--- src/rtl/sb_threshold_servo_pkg.sv ---
`default_nettype none
// +----------------------------------------------------------------------------+
// | Module      : sb_threshold_servo_pkg                                       |
// | Description : Shared widths, channel indices and FSM encoding for the      |
// |               single-bin trigger threshold servo.                          |
// | Revision    : 1.0                                                          |
// +----------------------------------------------------------------------------+
package sb_threshold_servo_pkg;

    localparam int SB_ADC_WIDTH = 12;
    localparam int SB_CNT_WIDTH = 16;
    localparam int NUM_CHAN     = 4;

    localparam logic [1:0] CH_ADC0 = 2'd0;
    localparam logic [1:0] CH_ADC1 = 2'd1;
    localparam logic [1:0] CH_ADC2 = 2'd2;
    localparam logic [1:0] CH_SSD  = 2'd3;

    typedef enum logic [1:0] {
        ST_IDLE   = 2'd0,
        ST_COUNT  = 2'd1,
        ST_UPDATE = 2'd2
    } servo_state_e;

endpackage
`default_nettype wire

--- src/rtl/sb_threshold_servo_rate_counter.sv ---
`default_nettype none
// +----------------------------------------------------------------------------+
// | Module      : sb_rate_counter                                              |
// | Description : Registered sample compare, rising-edge detect and saturating |
// |               crossing counter for one trigger channel.                    |
// | Revision    : 1.0                                                          |
// +----------------------------------------------------------------------------+
module sb_rate_counter #(
    parameter int ADC_WIDTH = 12,
    parameter int CNT_WIDTH = 16
) (
    input  logic                 clk_i,
    input  logic                 rst_n_i,
    input  logic [ADC_WIDTH-1:0] sample_i,
    input  logic [ADC_WIDTH-1:0] thr_i,
    input  logic                 en_i,
    input  logic                 clr_i,
    output logic [CNT_WIDTH-1:0] count_o
);

    logic [ADC_WIDTH-1:0] sample_q;
    logic                 gt_q, gt_d;
    logic [CNT_WIDTH-1:0] count_q, count_d;

    always_comb begin
        gt_d    = (sample_q > thr_i);
        count_d = count_q;
        if (clr_i) begin
            count_d = '0;
        end else if (en_i && gt_d && !gt_q && (count_q != '1)) begin
            count_d = count_q + 1'b1;
        end
    end

    always_ff @(posedge clk_i or negedge rst_n_i) begin
        if (!rst_n_i) begin
            sample_q <= '0;
            gt_q     <= 1'b0;
            count_q  <= '0;
        end else begin
            sample_q <= sample_i;
            gt_q     <= gt_d;
            count_q  <= count_d;
        end
    end

    assign count_o = count_q;

endmodule
`default_nettype wire

--- src/rtl/sb_threshold_servo.sv ---
`default_nettype none
// +----------------------------------------------------------------------------+
// | Module      : sb_threshold_servo                                           |
// | Description : Windowed crossing-rate servo driving the four single-bin     |
// |               trigger thresholds toward a programmed rate band.            |
// | Revision    : 1.0                                                          |
// +----------------------------------------------------------------------------+
module sb_threshold_servo
    import sb_threshold_servo_pkg::*;
#(
    parameter int ADC_WIDTH    = SB_ADC_WIDTH,
    parameter int CNT_WIDTH    = SB_CNT_WIDTH,
    parameter int WIN_CYCLES   = 1200000,
    parameter int LOCK_WINDOWS = 4
) (
    input  logic                 CLK120,
    input  logic                 RESET_N,
    input  logic                 ENABLE,
    input  logic [3:0]           CHAN_MASK,
    input  logic [ADC_WIDTH-1:0] ADC0,
    input  logic [ADC_WIDTH-1:0] ADC1,
    input  logic [ADC_WIDTH-1:0] ADC2,
    input  logic [ADC_WIDTH-1:0] ADC_SSD,
    input  logic [ADC_WIDTH-1:0] THR_INIT,
    input  logic [ADC_WIDTH-1:0] THR_MIN,
    input  logic [ADC_WIDTH-1:0] THR_MAX,
    input  logic [7:0]           THR_STEP,
    input  logic [CNT_WIDTH-1:0] RATE_LO,
    input  logic [CNT_WIDTH-1:0] RATE_HI,
    output logic [ADC_WIDTH-1:0] TRIG_THR0,
    output logic [ADC_WIDTH-1:0] TRIG_THR1,
    output logic [ADC_WIDTH-1:0] TRIG_THR2,
    output logic [ADC_WIDTH-1:0] TRIG_SSD,
    output logic [3:0]           LOCKED,
    output logic                 BUSY,
    output logic                 WIN_DONE
);

    localparam int WIN_W  = $clog2(WIN_CYCLES);
    localparam int LOCK_W = $clog2(LOCK_WINDOWS + 1);
    localparam int XW     = ADC_WIDTH + 1;
    localparam logic [WIN_W-1:0]  WIN_LAST  = WIN_W'(WIN_CYCLES - 1);
    localparam logic [LOCK_W-1:0] LOCK_FULL = LOCK_W'(LOCK_WINDOWS);

    servo_state_e state_q, state_d;
    logic [1:0]                               idx_q, idx_d;
    logic [WIN_W-1:0]                         win_q, win_d;
    logic [NUM_CHAN-1:0][ADC_WIDTH-1:0]       thr_q, thr_d;
    logic [NUM_CHAN-1:0][LOCK_W-1:0]          lock_q, lock_d;
    logic [NUM_CHAN-1:0]                      locked_q, locked_d;

    logic [ADC_WIDTH-1:0] samples [NUM_CHAN];
    logic [CNT_WIDTH-1:0] counts  [NUM_CHAN];
    logic [NUM_CHAN-1:0]  cnt_en, cnt_clr;

    logic [ADC_WIDTH-1:0] sel_thr, step_up, step_dn;
    logic [CNT_WIDTH-1:0] sel_cnt;
    logic [XW-1:0]        sum_x, diff_x;
    logic [LOCK_W-1:0]    lock_inc;
    logic                 above, below, last_visit;

    assign samples[CH_ADC0] = ADC0;
    assign samples[CH_ADC1] = ADC1;
    assign samples[CH_ADC2] = ADC2;
    assign samples[CH_SSD]  = ADC_SSD;

    assign last_visit = (state_q == ST_UPDATE) && (idx_q == CH_SSD);

    for (genvar i = 0; i < NUM_CHAN; i++) begin : g_chan
        assign cnt_en[i]  = (state_q == ST_COUNT) && CHAN_MASK[i];
        assign cnt_clr[i] = !ENABLE || !CHAN_MASK[i] || (state_q == ST_IDLE) || last_visit;

        sb_rate_counter #(
            .ADC_WIDTH (ADC_WIDTH),
            .CNT_WIDTH (CNT_WIDTH)
        ) u_rate_counter (
            .clk_i    (CLK120),
            .rst_n_i  (RESET_N),
            .sample_i (samples[i]),
            .thr_i    (thr_q[i]),
            .en_i     (cnt_en[i]),
            .clr_i    (cnt_clr[i]),
            .count_o  (counts[i])
        );
    end

    always_ff @(posedge CLK120 or negedge RESET_N) begin
        if (!RESET_N) state_q <= ST_IDLE;
        else          state_q <= state_d;
    end

    always_comb begin
        state_d = state_q;
        if (!ENABLE) begin
            state_d = ST_IDLE;
        end else begin
            case (state_q)
                ST_IDLE:   state_d = ST_COUNT;
                ST_COUNT:  if (win_q == WIN_LAST) state_d = ST_UPDATE;
                ST_UPDATE: if (idx_q == CH_SSD) state_d = ST_COUNT;
                default:   state_d = ST_IDLE;
            endcase
        end
    end

    always_comb begin
        BUSY     = (state_q != ST_IDLE);
        WIN_DONE = ENABLE && last_visit;
    end

    // Shared step/clamp path; one extra bit keeps the sum and difference from wrapping.
    always_comb begin
        sel_thr  = thr_q[idx_q];
        sel_cnt  = counts[idx_q];
        sum_x    = {1'b0, sel_thr} + XW'(THR_STEP);
        diff_x   = {1'b0, sel_thr} - XW'(THR_STEP);
        step_up  = (sum_x > {1'b0, THR_MAX}) ? THR_MAX : sum_x[ADC_WIDTH-1:0];
        step_dn  = (diff_x[ADC_WIDTH] || (diff_x < {1'b0, THR_MIN})) ? THR_MIN : diff_x[ADC_WIDTH-1:0];
        above    = (sel_cnt > RATE_HI);
        below    = (sel_cnt < RATE_LO);
        lock_inc = (lock_q[idx_q] == LOCK_FULL) ? LOCK_FULL : lock_q[idx_q] + 1'b1;
    end

    always_comb begin
        win_d    = win_q;
        idx_d    = idx_q;
        thr_d    = thr_q;
        lock_d   = lock_q;
        locked_d = locked_q;
        if (!ENABLE) begin
            win_d    = '0;
            idx_d    = '0;
            lock_d   = '0;
            locked_d = '0;
        end else begin
            case (state_q)
                ST_IDLE: begin
                    for (int i = 0; i < NUM_CHAN; i++) thr_d[i] = THR_INIT;
                    win_d    = '0;
                    idx_d    = '0;
                    lock_d   = '0;
                    locked_d = '0;
                end
                ST_COUNT: begin
                    idx_d = '0;
                    win_d = (win_q == WIN_LAST) ? '0 : win_q + 1'b1;
                end
                ST_UPDATE: begin
                    idx_d = idx_q + 2'd1;
                    win_d = '0;
                    if (!CHAN_MASK[idx_q]) begin
                        locked_d[idx_q] = 1'b1;
                    end else if (above) begin
                        thr_d[idx_q]    = step_up;
                        lock_d[idx_q]   = '0;
                        locked_d[idx_q] = 1'b0;
                    end else if (below) begin
                        thr_d[idx_q]    = step_dn;
                        lock_d[idx_q]   = '0;
                        locked_d[idx_q] = 1'b0;
                    end else begin
                        lock_d[idx_q]   = lock_inc;
                        locked_d[idx_q] = (lock_inc == LOCK_FULL);
                    end
                end
                default: ;
            endcase
        end
    end

    always_ff @(posedge CLK120 or negedge RESET_N) begin
        if (!RESET_N) begin
            win_q    <= '0;
            idx_q    <= '0;
            thr_q    <= '1;
            lock_q   <= '0;
            locked_q <= '0;
        end else begin
            win_q    <= win_d;
            idx_q    <= idx_d;
            thr_q    <= thr_d;
            lock_q   <= lock_d;
            locked_q <= locked_d;
        end
    end

    assign TRIG_THR0 = thr_q[CH_ADC0];
    assign TRIG_THR1 = thr_q[CH_ADC1];
    assign TRIG_THR2 = thr_q[CH_ADC2];
    assign TRIG_SSD  = thr_q[CH_SSD];
    assign LOCKED    = locked_q;

endmodule
`default_nettype wire

--- config.mk ---
export PLATFORM = sky130hd
export DESIGN_NAME = sb_threshold_servo
export DESIGN_NICKNAME = d
export VERILOG_FILES = /design/src/rtl/sb_threshold_servo_pkg.sv /design/src/rtl/sb_threshold_servo_rate_counter.sv /design/src/rtl/sb_threshold_servo.sv
export SDC_FILE = /design/constraint.sdc
export NUM_CORES = 1
export LEC_CHECK = 0
export ABC_AREA = 0
export CAP_MARGIN = 20
export CORE_ASPECT_RATIO = 0.8
export CORE_MARGIN = 2
export CORE_UTILIZATION = 50
export CTS_CLUSTER_SIZE = 25
export DETAILED_ROUTE_END_ITERATION = 16
export PLACE_DENSITY = 0.74
export SLEW_MARGIN = 10
export SYNTH_ARGS = -nofsm -noshare
export SYNTH_HDL_FRONTEND = slang
export SYNTH_SLANG_ARGS = --single-unit
--- constraint.sdc ---
create_clock -name CLK120 -period 5.8 [get_ports CLK120]
set_clock_uncertainty 0.2 [all_clocks]
set_input_delay 0.87 -clock CLK120 [delete_from_list [all_inputs] [get_ports CLK120]]
set_output_delay 0.87 -clock CLK120 [all_outputs]
set_load 0.05 [all_outputs]
* Word-level counts from Yosys, hierarchy flattened
Index checks and enable logic that the tools add are counted.
** Word-level totals
- Register bits after elaboration :: 205
- Input bits :: 131
- Output and inout port bits :: 54
- Logic and storage cells :: 174
** Operators by class
- Add/sub/neg operators :: 9
- Order comparisons :: 11
- Equality and inequality tests :: 18
- Muxes and demuxes :: 53
- Bitwise gates (word level) :: 6
- Reductions and logical operators :: 53
** Operators by type and width (count)
- $mux W16 :: 10
- $mux W48 :: 3
- $bwmux W48 :: 2
- $mux W12 :: 8
- $pmux W48 S2 :: 1
- $add A16 B1 Y16 const B :: 4
- $ne A16 B16 Y1 const B :: 4
- $gt A12 B12 Y1 :: 4
- $mux W21 :: 2
- $pmux W21 S2 :: 1
- $bmux W16 S2 :: 1
- $bmux W12 S2 :: 1
- $demux W12 S2 :: 1
- $pmux W12 S2 :: 1
- $add A21 B1 Y21 const B :: 1
- $eq A21 B21 Y1 const B :: 1
- $logic_and A1 B1 Y1 :: 19
- $gt A16 B16 Y1 :: 1
- $lt A16 B16 Y1 :: 1
- $mux W4 :: 4
- $ne A3 B2 Y1 const B :: 5
- $add A12 B8 Y13 :: 1
- $gt A13 B12 Y1 :: 1
- $logic_or A1 B1 Y1 :: 13
- other kinds (37) :: 60

* Logic depth before layout (Yosys ltp)
- Depth in word-level cells :: 11
- Mapped depth :: 22
- Depth with buffers taken out :: 19

* By module
From an unflattened synthesis, not the netlist that was laid out.
** Unflattened totals
- Cells, all modules :: 1648
- Area total of the unflattened synthesis :: 14784.2 µm²
** Modules (own cells, without submodules)
- sb_threshold_servo :: instances 1, cells an instance 1028, area each 8593.2 µm², sequential area each 2287.2 µm²
- sb_rate_counter :: instances 4, cells an instance 155, area each 1547.7 µm², sequential area each 725.7 µm²

* Worst setup path before layout
No wires, ideal clock.
- Path kind :: flip-flop to flip-flop
- From :: reg idx_q[0]
- To :: reg thr_q (netlist bit TRIG_SSD[6])
- Setup time :: 82 ps
- Arrival time :: 5391 ps
- Required time :: 5518 ps
- Setup slack :: 127 ps
- Cell stages (with the launch flop) :: 22
- Path buffers :: 5
- Period minus slack after synthesis :: 5673 ps
- Cells stage by stage :: dfrtp_1 -> buf_6 -> buf_2 -> buf_1 -> mux4_2 -> ha_1 -> clkbuf_2 -> a21o_1 -> a22o_1 -> o41ai_1 -> nand2_1 -> xnor2_1 -> ha_1 -> a21o_1 -> a21oi_1 -> o21ai_0 -> a21oi_1 -> a31o_2 -> buf_4 -> mux2i_1 -> o221ai_1 -> mux2_2
** Between the ends
- Cells in the longest elaborated chain, start to end :: 11
- Elaborated cells between the ends (all ways) :: 31
- Those cells by class :: add/sub (2); order compare (6); eq/ne (2); mux (17); bitwise (1); reduce/logical (3)
** Ends and longest elaborated chain
- start, declared :: line sb_threshold_servo.sv:46 : logic [1:0] idx_q, idx_d;
- start signal, assigned :: line sb_threshold_servo.sv:180 : idx_q <= idx_d;
- $bmux W12 S2 :: line sb_threshold_servo.sv:113 : sel_thr = thr_q[idx_q];
- $mux W12 (implied by the code) :: line sb_threshold_servo.sv:113
- $sub A12 B8 Y13 :: line sb_threshold_servo.sv:116 : diff_x = {1'b0, sel_thr} - XW'(THR_STEP);
- $lt A13 B12 Y1 :: line sb_threshold_servo.sv:118 : step_dn = (diff_x[ADC_WIDTH] || (diff_x < {1'b0, THR_MIN})) ? THR_MIN : diff_x[ADC_WIDTH-1:0];
- $logic_or A1 B1 Y1 :: line sb_threshold_servo.sv:118
- $mux W12 :: line sb_threshold_servo.sv:118
- $bwmux W48 :: line sb_threshold_servo.sv:158 : thr_d[idx_q] = step_dn;
- $mux W48 :: line sb_threshold_servo.sv:157 : end else if (below) begin
- $mux W48 :: line sb_threshold_servo.sv:153 : end else if (above) begin
- $mux W48 :: line sb_threshold_servo.sv:151 : if (!CHAN_MASK[idx_q]) begin
- $pmux W48 S2 :: line sb_threshold_servo.sv:136 : case (state_q)
- end signal, assigned :: line sb_threshold_servo.sv:181 : thr_q <= thr_d;
- end, declared :: line sb_threshold_servo.sv:48 : logic [NUM_CHAN-1:0][ADC_WIDTH-1:0] thr_q, thr_d;
Several ways; a longest one is shown, not always the timed one. The select of a mux whose other input is x is not followed.
A chain may end at the register's enable or synchronous reset.

* Worst setup path after layout
- From :: reg idx_q[0]
- To :: reg thr_q (netlist bit TRIG_THR2[10])
Same word-level chain as after synthesis.

==> results_dict.tcl <==
set metrics [dict create \
    dp_hpwl_mm 31.1 \
    ys_seq_area_frac 0.385 \
    grt_max_degree 112 \
    coreArea_mm2 0.0264 \
    grt_pass1_vias 11274 \
    drt-vias-per-instance 6.09 \
    p_int_uw 3060 \
    p_leak_uw 0.00729 \
    critPathRequiredTime_ps 6050 \
    maxSlewViolCount 0 \
    p_clk_frac 0.353 \
    placed_cell_area_mm2 0.0156 \
    p_seq_frac 0.361 \
    wire_per_inst_um 21.4 \
    initialDrtViolationCount 1115 \
    layout_worst_path_cycle_share 0.941 \
    cts_buffer_depth 3 \
    fillCellCount 2215 \
    rows 53 \
    finalSetupViolations 0 \
    fin_nets 1793 \
    ys_types 70 \
    routed-via-count 11599 \
    synth_edf_count 0 \
    critPathArrivalTime_ps 5710 \
    final_area_mm2 0.0165 \
    htreeDepth 1 \
    synth_nets 1617 \
    clock_latency_ps 520 \
    ys_async_sr_fraction 1.00 \
    drive_above_1_share 0.116 \
    power_density_mw_per_mm2 277 \
    ys_warn_count 0 \
    crit_type "flip-flop to flip-flop" \
    drt_first_pass_iters 5 \
    gp_congestion 0.967 \
    die_h_um 151 \
    worstPathCellList "buf_4, mux4_2, ha_1, or3_1, o21ai_0, o2111ai_1, xnor2_1, ha_1, a21o_1, a21oi_1, nand3_1, a31oi_1, o22ai_1, buf_4, mux2i_1, o21ai_0, a221o_1" \
    hp-class "input pin to async pin" \
    cap_violations 0 \
    cpPeakStageDelay_ps 560 \
    grt-ovfl-total 0 \
    end_kind "flip-flop" \
    ys_seq_elements 205 \
    path_buf_inv 2 \
    rsz0062_at_grt "no" \
    finalHoldViolCount 0 \
    tightest_slew_ps 943 \
    peakVddDrop_mv 0.215 \
    synth-main-ff-cell "dfrtp_1" \
    comb_power_share 0.286 \
    ant_nets 0 \
    start_kind "flip-flop" \
    fp.dieW_um 187 \
    max-slew-margin-rel 0.371 \
    io_pins 185 \
    cts_made_buffers 23 \
    fp.dieArea_mm2 0.0283 \
    sw_frac_of_total 0.332 \
    grt_first_pass_wirelength_mm 63.3 \
    port_buffers 184 \
    synth_cells 1354 \
    antenna_cells 0 \
    finalCriticalPeriod_ps 5460 \
    cts.clk_slew.worst_paths_ps 70 \
    cp_max_fo 12 \
    clock_tree.root_cell "clkbuf_16" \
    postCtsSetupRepairBufs 0 \
    drc_errors 0 \
    grtUsageTotal 0.288 \
    finalSetupTns_ps 0 \
    antenna_found_initial 0 \
    fmax_mhz 183 \
    synth_area_mm2 0.0135 \
    wl_mm 40.7 \
    status "complete, no violations" \
    initial_core_util 0.510 \
    clock-sinks 205 \
    cts_hold_buffers 0 \
    cts_tree "done" \
    postCtsResizedCells 0 \
    syn_area_per_cell_um2 9.94 \
    area_growth_pct 22.5 \
    switchingPower_uw 1520 \
    critical-path-top-delay-family "compound AO/OA/AOI/OAI gates" \
    slowest_stage "mux4_2" \
]
==> cell type report <==
cell class,instances,area [um2],area share
repair buffers,200,1970,0.119
flip-flops and latches,205,5190,0.315
clock buffers,31,667,0.0404
well taps,357,447,0.0271
clock inverters,11,173,0.0105
multi-input cells,970,7560,0.458
inverters,130,488,0.0296
==> routing by layer <==
metal  track usage  wire length, um
met5             0                0
met4        0.0858             1250
met3        0.0839             4230
met2         0.424            17000
met1         0.413            18200
==> through the flow <==
stage / cells / utilization / total power [uW] / setup slack, ps / hold WS, ps
after floorplan: 1354 / - / 2460 / 127 / 259
after global placement: 1861 / 0.593 / 2920 / 266 / 270
after detailed placement: 1861 / 0.593 / 2950 / 195 / 276
after CTS: 1903 / 0.625 / 4560 / 453 / 291
after global routing: 1904 / 0.625 / 4770 / 127 / 315
final: 1904 / 0.625 / 4580 / 341 / 217
==> placed cells by master (no fill, tap or decap), drive strengths merged, types with 7 or more instances in the layout <==
master	instances
and3	23
ha	130
buf	16
a21o	24
and2	9
nor2b	18
a221o	26
xor2	46
nand2b	8
nand2	90
a21oi	64
nor2	95
or2	7
inv	131
o31ai	15
mux2	12
and4	7
or3	15
xnor2	16
clkdlybuf4s50	183
o211ai	13
o21a	14
o21ai	55
a32o	12
mux2i	30
o221ai	12
mux4	32
dfstp	48
o221a	12
nor3	18
clkbuf	32
nand4	47
dfrtp	157
nand3	53
or4	18
==> registers in the layout, indices dropped and copies added (netlist names) <==
register / flops
TRIG_THR1: 12
TRIG_THR0: 12
TRIG_SSD: 12
LOCKED: 4
g_chan.u_rate_counter.count_o: 64
g_chan.u_rate_counter.sample_q: 48
TRIG_THR2: 12
win_q: 21
lock_q: 12
idx_q: 2
g_chan.u_rate_counter.gt_q: 4
state_q: 2
==> worst reg2reg max path, cell delays in order, from the launching register on <==
cell,delay (ps)
dfrtp_2,410
buf_4,240
mux4_2,570
ha_1,460
or3_1,410
o21ai_0,440
o2111ai_1,240
xnor2_1,260
ha_1,290
a21o_1,160
a21oi_1,210
nand3_1,110
a31oi_1,160
o22ai_1,90
buf_4,230
mux2i_1,160
o21ai_0,520
a221o_1,250
==> synth_stat cells (all sizes together), types with 5 or more instances <==
cell / count / share of area
a21o: 24 / 0.013
inv: 130 / 0.036
and4: 7 / 0.0046
nand4: 47 / 0.022
nand2: 90 / 0.025
o221ai: 12 / 0.0078
o221a: 12 / 0.010
clkbuf: 25 / 0.0071
dfstp: 48 / 0.094
nor3: 18 / 0.0067
a41oi: 5 / 0.0049
mux2i: 30 / 0.022
mux4: 32 / 0.054
nand3: 53 / 0.020
a21oi: 64 / 0.024
and3: 23 / 0.011
ha: 130 / 0.12
nor2b: 18 / 0.0084
buf: 24 / 0.0098
o211ai: 13 / 0.0083
a31oi: 5 / 0.0023
a221o: 26 / 0.019
o31ai: 15 / 0.0087
nor2: 95 / 0.027
xor2: 46 / 0.030
or3: 15 / 0.0070
or4: 18 / 0.010
a32o: 12 / 0.0089
mux2: 12 / 0.010
nand2b: 8 / 0.0043
xnor2: 16 / 0.010
dfrtp: 157 / 0.29
and2: 9 / 0.0042
or2: 7 / 0.0033
o21ai: 55 / 0.020
o21a: 14 / 0.0078
==> cell families (layout without fill, tap and decap cells) <==
logic type,count (synthesis),count (layout),synth area share
compound gates,281,281,0.152
xor+xnor,62,62,0.0403
fa+ha+maj,132,132,0.124
buf+inv,179,372,0.0531
flops,205,205,0.385
mux,74,74,0.0859
simple gates,421,421,0.160
==> path summary, 6_finish.rpt <==
path                            cells past startpoint  slack, ps             startpoint                                               to
max in group asynchronous                           2       3860                RESET_N  g_chan[0].u_rate_counter.count_o[5]$_DFFE_PN0P_
worst max-delay path                               17        340   idx_q[0]$_DFFE_PN0P_                        TRIG_THR2[10]$_DFFE_PN1P_
worst min register to register                      1        290  lock_q[7]$_DFFE_PN0P_                            lock_q[7]$_DFFE_PN0P_
worst max register to register                     17        340   idx_q[0]$_DFFE_PN0P_                        TRIG_THR2[10]$_DFFE_PN1P_
min in group CLK120                                 1        290  lock_q[7]$_DFFE_PN0P_                            lock_q[7]$_DFFE_PN0P_
worst min-delay path                                1        220                RESET_N   g_chan[1].u_rate_counter.sample_q[6]$_DFF_PN0_
==> power groups by stage <==
stage | sequential, uW | combinational (uW) | clock (uW)
4_1_cts | 1640 | 1290 | 1630
6_report | 1650 | 1310 | 1620
3_3_place_gp | 1670 | 1250 | 0
2_1_floorplan | 1790 | 676 | 0
5_1_grt | 1660 | 1410 | 1700
3_5_place_dp | 1670 | 1280 | 0
Note: power is estimated with default switching activity, not from simulation.
